[config.mk]
export PLATFORM = sky130hd
export DESIGN_NAME = rvc_pack_encoder
export DESIGN_NICKNAME = d
export VERILOG_FILES = /design/src/rtl/rvc_pack_encoder.sv
export SDC_FILE = /design/constraint.sdc
export NUM_CORES = 1
export LEC_CHECK = 0
export ABC_AREA = 1
export CELL_PAD_IN_SITES_DETAIL_PLACEMENT = 0
export CELL_PAD_IN_SITES_GLOBAL_PLACEMENT = 2
export CORE_ASPECT_RATIO = 1.75
export CORE_MARGIN = 2
export CORE_UTILIZATION = 26
export CTS_CLUSTER_DIAMETER = 150
export DETAILED_ROUTE_END_ITERATION = 16
export GPL_TIMING_DRIVEN = 0
export PLACE_DENSITY_LB_ADDON = 0.3
export SYNTH_ARGS = -nofsm -noshare
export SYNTH_HDL_FRONTEND = slang
export SYNTH_SLANG_ARGS = --single-unit
[constraint.sdc]
create_clock -name clk -period 2 [get_ports clk]
set_clock_uncertainty 0.2 [all_clocks]
set_input_delay 0.6 -clock clk [delete_from_list [all_inputs] [get_ports clk]]
set_output_delay 0.6 -clock clk [all_outputs]
set_load 0.01 [all_outputs]
[src/rtl/rvc_pack_encoder.sv]
// rvc_pack_encoder: re-encodes a stream of RV32I instructions, compressing a
// fixed subset (C.ADDI, C.LI, C.MV, C.ADD, C.LW, C.SW) into 16-bit RVC form.
// The mixed 16/32-bit result is packed into 32-bit memory words, with the
// lowest-address byte in [31:24].
module rvc_pack_encoder #(
    parameter int COMPRESS_EN = 1,
    parameter int CNT_W       = 16
) (
    input  logic             clk,
    input  logic             rst,
    input  logic             in_valid,
    output logic             in_ready,
    input  logic [31:0]      in_instr,
    input  logic             in_last,
    output logic             out_valid,
    input  logic             out_ready,
    output logic [31:0]      out_word,
    output logic             busy,
    output logic [CNT_W-1:0] c16_cnt
);

    typedef enum logic {RUN = 1'b0, FLUSH = 1'b1} state_t;

    // Halfword used to pad a trailing 16-bit half: C.NOP in memory byte order.
    localparam logic [15:0] NOP_FIELD = 16'h0100;

    state_t      state;
    logic        hold_valid;
    logic [15:0] hold_hw;

    logic [16:0] cmp;       // {eligible, RVC halfword}
    logic        is16;
    logic [15:0] field;     // compressed halfword in memory byte order
    logic [31:0] bytes;     // 32-bit instruction in memory byte order
    logic        can_emit;
    logic        in_fire;
    logic        hold_nxt;

    // Returns {1, halfword} when the instruction has an RVC equivalent,
    // otherwise all zeros.
    function automatic logic [16:0] rvc_compress(input logic [31:0] i);
        logic [6:0]        opc;
        logic [2:0]        f3;
        logic [6:0]        f7;
        logic [4:0]        rd;
        logic [4:0]        rs1;
        logic [4:0]        rs2;
        logic signed [11:0] imm_i;
        logic              imm6_ok;
        logic [16:0]       r;
        r       = '0;
        opc     = i[6:0];
        f3      = i[14:12];
        f7      = i[31:25];
        rd      = i[11:7];
        rs1     = i[19:15];
        rs2     = i[24:20];
        imm_i   = $signed(i[31:20]);
        imm6_ok = (imm_i >= -12'sd32) && (imm_i <= 12'sd31);
        if (opc == 7'b0010011 && f3 == 3'b000) begin
            // addi: in-place add takes priority, otherwise load-immediate from x0
            if (rd == rs1 && rd != 5'd0 && imm_i != 12'sd0 && imm6_ok)
                r = {1'b1, 3'b000, imm_i[5], rd, imm_i[4:0], 2'b01};
            else if (rs1 == 5'd0 && rd != 5'd0 && imm6_ok)
                r = {1'b1, 3'b010, imm_i[5], rd, imm_i[4:0], 2'b01};
        end else if (opc == 7'b0110011 && f3 == 3'b000 && f7 == 7'd0) begin
            if (rs1 == 5'd0 && rd != 5'd0 && rs2 != 5'd0)
                r = {1'b1, 4'b1000, rd, rs2, 2'b10};
            else if (rd == rs1 && rd != 5'd0 && rs2 != 5'd0)
                r = {1'b1, 4'b1001, rd, rs2, 2'b10};
        end else if (opc == 7'b0000011 && f3 == 3'b010) begin
            // offset must be 0..124 and word aligned: imm[11:7]==0, imm[1:0]==0
            if (rd[4:3] == 2'b01 && rs1[4:3] == 2'b01 &&
                i[31:27] == 5'd0 && i[21:20] == 2'd0)
                r = {1'b1, 3'b010, i[25:23], rs1[2:0], i[22], i[26], rd[2:0], 2'b00};
        end else if (opc == 7'b0100011 && f3 == 3'b010) begin
            if (rs1[4:3] == 2'b01 && rs2[4:3] == 2'b01 &&
                i[31:27] == 5'd0 && i[8:7] == 2'd0)
                r = {1'b1, 3'b110, i[25], i[11:10], rs1[2:0], i[9], i[26], rs2[2:0], 2'b00};
        end
        return r;
    endfunction

    function automatic logic [CNT_W-1:0] sat_inc(input logic [CNT_W-1:0] c);
        return (&c) ? c : c + CNT_W'(1);
    endfunction

    assign cmp      = (COMPRESS_EN != 0) ? rvc_compress(in_instr) : 17'd0;
    assign is16     = cmp[16];
    assign field    = {cmp[7:0], cmp[15:8]};
    assign bytes    = {in_instr[7:0], in_instr[15:8], in_instr[23:16], in_instr[31:24]};
    assign can_emit = ~out_valid | out_ready;
    assign in_ready = (state == RUN) & can_emit;
    assign in_fire  = in_valid & in_ready;
    // A 16-bit result toggles the pending half; a 32-bit one always leaves it as is.
    assign hold_nxt = is16 ? ~hold_valid : hold_valid;
    assign busy     = hold_valid | (state == FLUSH);

    // Packing state machine with registered output word and counter.
    always_ff @(posedge clk or negedge rst) begin
        if (!rst) begin
            state      <= RUN;
            hold_valid <= 1'b0;
            hold_hw    <= 16'd0;
            out_valid  <= 1'b0;
            out_word   <= 32'd0;
            c16_cnt    <= '0;
        end else begin
            if (out_valid && out_ready)
                out_valid <= 1'b0;
            case (state)
                RUN: begin
                    if (in_fire) begin
                        if (is16) begin
                            c16_cnt <= sat_inc(c16_cnt);
                            if (hold_valid) begin
                                out_word   <= {hold_hw, field};
                                out_valid  <= 1'b1;
                                hold_valid <= 1'b0;
                            end else begin
                                hold_hw    <= field;
                                hold_valid <= 1'b1;
                            end
                        end else begin
                            out_valid <= 1'b1;
                            if (hold_valid) begin
                                out_word <= {hold_hw, bytes[31:16]};
                                hold_hw  <= bytes[15:0];
                            end else begin
                                out_word <= bytes;
                            end
                        end
                        if (in_last && hold_nxt)
                            state <= FLUSH;
                    end
                end
                FLUSH: begin
                    if (can_emit) begin
                        out_word   <= {hold_hw, NOP_FIELD};
                        out_valid  <= 1'b1;
                        hold_valid <= 1'b0;
                        state      <= RUN;
                    end
                end
                default: state <= RUN;
            endcase
        end
    end

endmodule

# Yosys cells after proc, flatten, opt, wreduce, memory -nomap -nowiden

Cells that the tools add are included.
Widths: inputs -> output; s select.

Add/subtract/negate cells: 1
Order comparisons: 2
Equality and inequality tests: 14
Muxes and demuxes: 35
Bitwise gates (word level): 8
Reduce and logical (&&, ||, !) cells: 36

Operators by type and width:

| operator              | number |
|---|---|
| $mux 17               | 10 |
| $mux 32               | 5 |
| $pmux 32 s2           | 1 |
| $mux 16               | 3 |
| $logic_and 1x1->1     | 21 |
| $add 16x1->16 const B | 1 |
| $reduce_and 16->1     | 1 |
| $eq 7x6->1 const B    | 2 |
| $mux 1                | 13 |
| $ge 12x6->1 const B   | 1 |
| $le 12x6->1 const B   | 1 |
| $reduce_bool 12->1    | 1 |
| $logic_not 5->1       | 2 |
| $reduce_bool 5->1     | 2 |
| $reduce_and 4->1      | 2 |
| $eq 7x2->1 const B    | 1 |
| $eq 7x5->1 const B    | 1 |
| $logic_not 7->1       | 1 |
| $eq 2x1->1 const B    | 3 |
| $ne 2x2->1 const B    | 3 |
| $pmux 1 s2            | 3 |
| $reduce_and 3->1      | 2 |
| $eq 5x5->1            | 1 |
| $logic_not 2->1       | 2 |
| other kinds (8)       | 13 |

Register bits: 67
Output and inout bits: 51

# Depth between registers and ports, before layout

Depth after elaboration: 14
Gate-level depth with buffers: 19
Mapped depth without buffers: 16

# Worst setup path before layout

Ideal clock, no wire load.

Path type: input port to flip-flop
Start: input port in_instr[10]
End: register hold_hw[9]
Setup time: 137 ps
Arrival time: 2726 ps
Slack: -1063 ps
Stages: 16
Path buffers: 4
Path through: buf_6 inv_2 nand3_1 nor2_2 nor2_2 nand2_2 nor2_2 nor2_4 nand3_4 buf_6 buf_12 ha_1 nor2_1 clkbuf_1 nand2_1 a2bb2oi_1

Word-level cells in the longest chain between the ends: 10

Ends and longest elaborated chain:

| item                                                             | line | text |
|---|---|---|
| start: declaration                                               | 13   | `input logic [31:0] in_instr,` |
| $eq 2x1->1                                                       | 73   | `if (rd[4:3] == 2'b01 && rs1[4:3] == 2'b01 &&` |
| $logic_and 1x1->1 (2 in series)                                  | 73   |  |
| $logic_and 1x1->1                                                | 74   | `i[31:27] == 5'd0 && i[21:20] == 2'd0)` |
| $mux 17                                                          | 73   |  |
| $mux 17                                                          | 71   | `end else if (opc == 7'b0000011 && f3 == 3'b010) begin` |
| $mux 17                                                          | 66   | `end else if (opc == 7'b0110011 && f3 == 3'b000 && f7 == 7'd0) begin` |
| $mux 17 (*)                                                      | 60   | `if (opc == 7'b0010011 && f3 == 3'b000) begin` |
| $ne 2x2->1 (no source line) or $reduce_bool 2->1 (tied branches) | --   |  |
| $reduce_and 4->1 (no source line)                                | --   |  |
| end signal: assignment                                           | 121  | `hold_hw <= field;` |
| end signal: assignment                                           | 128  | `hold_hw <= bytes[15:0];` |
| end: declaration                                                 | 29   | `logic [15:0] hold_hw;` |

Every way passes the cells marked *; elsewhere a longest branch is shown, timed or not. The select of a mux whose other input is x is not followed.
A chain may end at the register's enable or synchronous reset.

# Worst setup path after layout

Start: input port in_instr[20]
End: register hold_hw[8]

Word-level cells in the longest chain between the ends: 8

Ends and longest elaborated chain:

| item                                                         | line       | text |
|---|---|---|
| $ge 12x6->1 (tied with other cells)                          | 59         | `imm6_ok = (imm_i >= -12'sd32) && (imm_i <= 12'sd31);` |
| $logic_and 1x1->1, on equally long branches                  | 59, 69, 74 |  |
| $logic_and 1x1->1 (tied with other cells)                    | 64         | `else if (rs1 == 5'd0 && rd != 5'd0 && imm6_ok)` |
| $mux 17, on equally long branches                            | 64, 67, 71 |  |
| $mux 17, on equally long branches                            | 62, 66     |  |
| $mux 17 (*)                                                  | 60         |  |
| $ne 2x2->1 (no source line) (tied with other cells)          | --         |  |
| $reduce_and 4->1 (no source line) or $mux 16 (tied branches) | --         |  |

Marked as above.

==> results.ini <==
[status]
status = finished with violations
violations = negative setup slack

[synth]
yosys-top-cells-count = 240 x nand2_1, 102 x inv_1, 75 x nand3_1, 67 x dfrtp_1, 49 x nor2_1
ys_ff_latch = 67
yosysMostFrequentCell = nand2_1
syn_nets = 744
synth.distinct_cells = 40
synth_warnings = 0
synth.avg_cell_area_sq_um = 6.61
synth_xor_area_share_pct = 1.50
syn_inst = 705
yosysSeqAreaShare_pct = 36.0
synthFlopType = dfrtp_1
synth_compound_area_share_pct = 9.73
yosys-top-cells-area = dfrtp_1 36%, nand2_1 19%, inv_1 8.2%, nand3_1 8.1%, o21ai_0 4.4%
synth-simple-area-share_pct = 40.7
synth_area_sq_um = 4660
synth_edf_count = 0
synth_top_area_share_pct = 36.0
synthArstFlopShare_pct = 100
yosys-mux-area-fraction_pct = 0
synth_top_family_by_area = simple AND/OR/NAND/NOR gates
yosys.area.top_type = dfrtp_1
post_synth_fa_ha_maj_area_fraction_pct = 0.537

[timing]
fin_setup_tns_ps = -29300
tightest_slew_ps = 623
report.final.slew_viol_count = 0
setup_ws_ps = -586
rsz0062_at_grt = true
finalHoldViolCount = 0
slew_headroom_pct = 58.0
final-setup-viol-count = 67
min_period_over_period_pct = 129
min_period_ps = 2590
timing.fmax_mhz = 387

[grt]
grt_max_degree = 52
grt_usage_pct = 21.3
grt_pass1_wl_microns = 30500
antenna_found_initial = 0
grt_pass1_vias = 5556
overflow = 0

[drt]
viasPerCell = 4.75
drt-total-wl_microns = 20100
drc_errors = 0
wl_per_cell_microns = 17.8
drtIter0Drc = 250
highest_layer = met4
ant_nets = 0
first_pass_iters = 4
wl_met2_microns = 10900
vias = 5348
met1Wirelength_microns = 6960
dr_wl_met3_microns = 748

[critical_path]
cp_max_fo = 5
rr_endpoint = out_word[7]$_DFFE_PN0P_
cp-start-kind = primary input
worstReg2RegStart = hold_valid$_DFFE_PN0P_
end_kind = flop
cp.required_ps = 2060
r2r_setup_slack_ps = -150
max_stage_delay_ps = 200
worstPathArrival_ps = 2650
critPathCapture = hold_hw[8]$_DFFE_PN0P_
slowest_stage = ha_4
startpoint = in_instr[20]
path_cells = buf_8 -> nor2_4 -> buf_4 -> buf_6 -> buf_4 -> nand3_4 -> nor2_4 -> o21ai_4 -> nand3_4 -> buf_6 -> buf_12 -> ha_4 -> nor2_4 -> buf_12 -> inv_4 -> buf_12 -> a22oi_1
r2r_cells = 7
crit_type = in2reg

[floorplanning]
pin_count = 88
die-area_sq_um = 19000
die_h_microns = 181
start_util_pct = 26.6
core_sq_um = 17500
row_count = 64
die_x_microns = 105

[finish]
num-nets-final = 930
drive_above_1_share_pct = 34.5
antenna_cells = 0
finalInstanceArea_sq_um = 7450
area_growth_pct = 59.9
fin_cells = 1127
final_core_util_pct = 42.5

[placed_design]
dp_cells = 1023
numPortBuffers = 86
placed_area_sq_um = 5980
dp_hpwl_microns = 15000
gp_congestion = 0.903

[clock_network]
htreeDepth = 3
cts_buffers = 9
clk_latency_ps = 350
cts_root_buf = clkbuf_16
clock_sinks = 67
ctsLongestPathBuffers = 2
cts_tree = built
clk_pin_slew_ps = 60

[power]
p_seq_share_pct = 32.3
power_density_nw_per_um2 = 872
irDropWorstVdd_uv = 442
netSwitchingPower_uw = 2450
p_int_uw = 4040
leakagePower_uw = 0.00384
sw_frac_of_total_pct = 37.7
clkPwrFrac_pct = 27.8
combPwrFrac_pct = 40.0

[job]
maxCapViolations = 0

[worst_hold_path]
worstHoldPathType = reg2reg
min_from = out_word[25]$_DFFE_PN0P_

[layout by cell type, fill, tap and decap left out, types with 7 or more instances in the layout]
cell / Yosys / routed
nand2_1: 240 / 197
inv_1: 102 / 86
buf_4: 1 / 81
nand3_1: 75 / 64
dfrtp_1: 67 / 64
dlygate4sd2_1: 0 / 48
nand2_2: 5 / 42
nor2_1: 49 / 33
o21ai_0: 41 / 29
nor2_4: 2 / 23
nand4_1: 19 / 19
buf_6: 3 / 17
buf_2: 3 / 17
inv_2: 10 / 15
clkbuf_16: 0 / 13
nor3_1: 12 / 10
o21ai_2: 0 / 10
o21ai_1: 9 / 10
inv_4: 0 / 9
nand3_2: 1 / 9
a21oi_1: 10 / 8
nand2_4: 1 / 7
buf_8: 0 / 7
[kinds of logic (layout without fill, tap and decap cells)]
| family | Yosys count | after routing |
|---|---|---|
| AOI/OAI and AO/OA | 74 | 74 |
| xor gates and xnor gates | 8 | 8 |
| adders and majority gates | 2 | 2 |
| buffers and inverters | 131 | 322 |
| DFF | 67 | 67 |
| and+or+nand+nor | 423 | 423 |
[how the worst min path moves through the flow]
stage | to | slack, ps | cells after the start
after global placement | out_word[16]$_DFFE_PN0P_ | 250 | 2
after detailed placement | out_word[3]$_DFFE_PN0P_ | 260 | 2
after floorplan | c16_cnt[0]$_DFFE_PN0P_ | 100 | 0
final | out_word[25]$_DFFE_PN0P_ | 270 | 2
after global routing | hold_hw[11]$_DFFE_PN0P_ | 290 | 2
after CTS | out_word[25]$_DFFE_PN0P_ | 270 | 2
[critical path: cells and delay by family]
family | cells | cell delay (ps)
and+or+nand+nor | 5 | 600
AOI/OAI and AO/OA | 2 | 260
adders and majority gates | 1 | 200
buffers and inverters | 9 | 960
[registers in the layout (all words and copies together) (netlist names)]
name / flops
out_valid: 1
hold_hw: 16
hold_valid: 1
c16_cnt: 16
out_word: 32
state: 1
[area by class of cell]
cell class / instances / area (sq um)
fill: 1854 / 10100
multi-input combinational: 507 / 2960
sequential: 67 / 1680
timing repair buffer: 175 / 1500
inverter: 112 / 455
tap: 231 / 289
buffer: 19 / 235
clock buffer: 9 / 225
clock inverter: 7 / 98.8
[routing by layer]
| metal | GRT usage (%) | up-vias |
|---|---|---|
| li1 | - | 2623 |
| met1 | 20.6 | 2503 |
| met2 | 39.9 | 158 |
| met3 | 3.64 | 64 |
| met4 | 15.1 | 0 |
| met5 | 0 | - |
[power groups by stage]
| stage | registers, uW | logic, uW | clock network, uW |
|---|---|---|---|
| 6_report | 2100 | 2590 | 1800 |
| 3_3_place_gp | 2070 | 2430 | 0 |
| 4_1_cts | 2100 | 2520 | 1830 |
| 5_1_grt | 2160 | 2870 | 1880 |
| 2_1_floorplan | 2190 | 1140 | 0 |
| 3_5_place_dp | 2090 | 2440 | 0 |
[per-stage QoR]
step                power (uW)  worst slack [ps]  hold WS [ps]
floorplan                 3320              -728           104
global placement          4500             -2350           254
detailed placement        4530             -1960           259
CTS                       6460              -592           270
global route              6910              -643           295
finish                    6490              -586           265
[repair_timing]
item                       in CTS  in global routing
gates resized for setup       323                 68
setup endpoints to repair     118                 69
hold endpoints to repair       16                  0
cloned                          5                  2
hold buffers                    1                  0
pin swaps                      45                 24
buffers inserted               67                 15
Note: power is estimated with default switching activity, not from simulation.
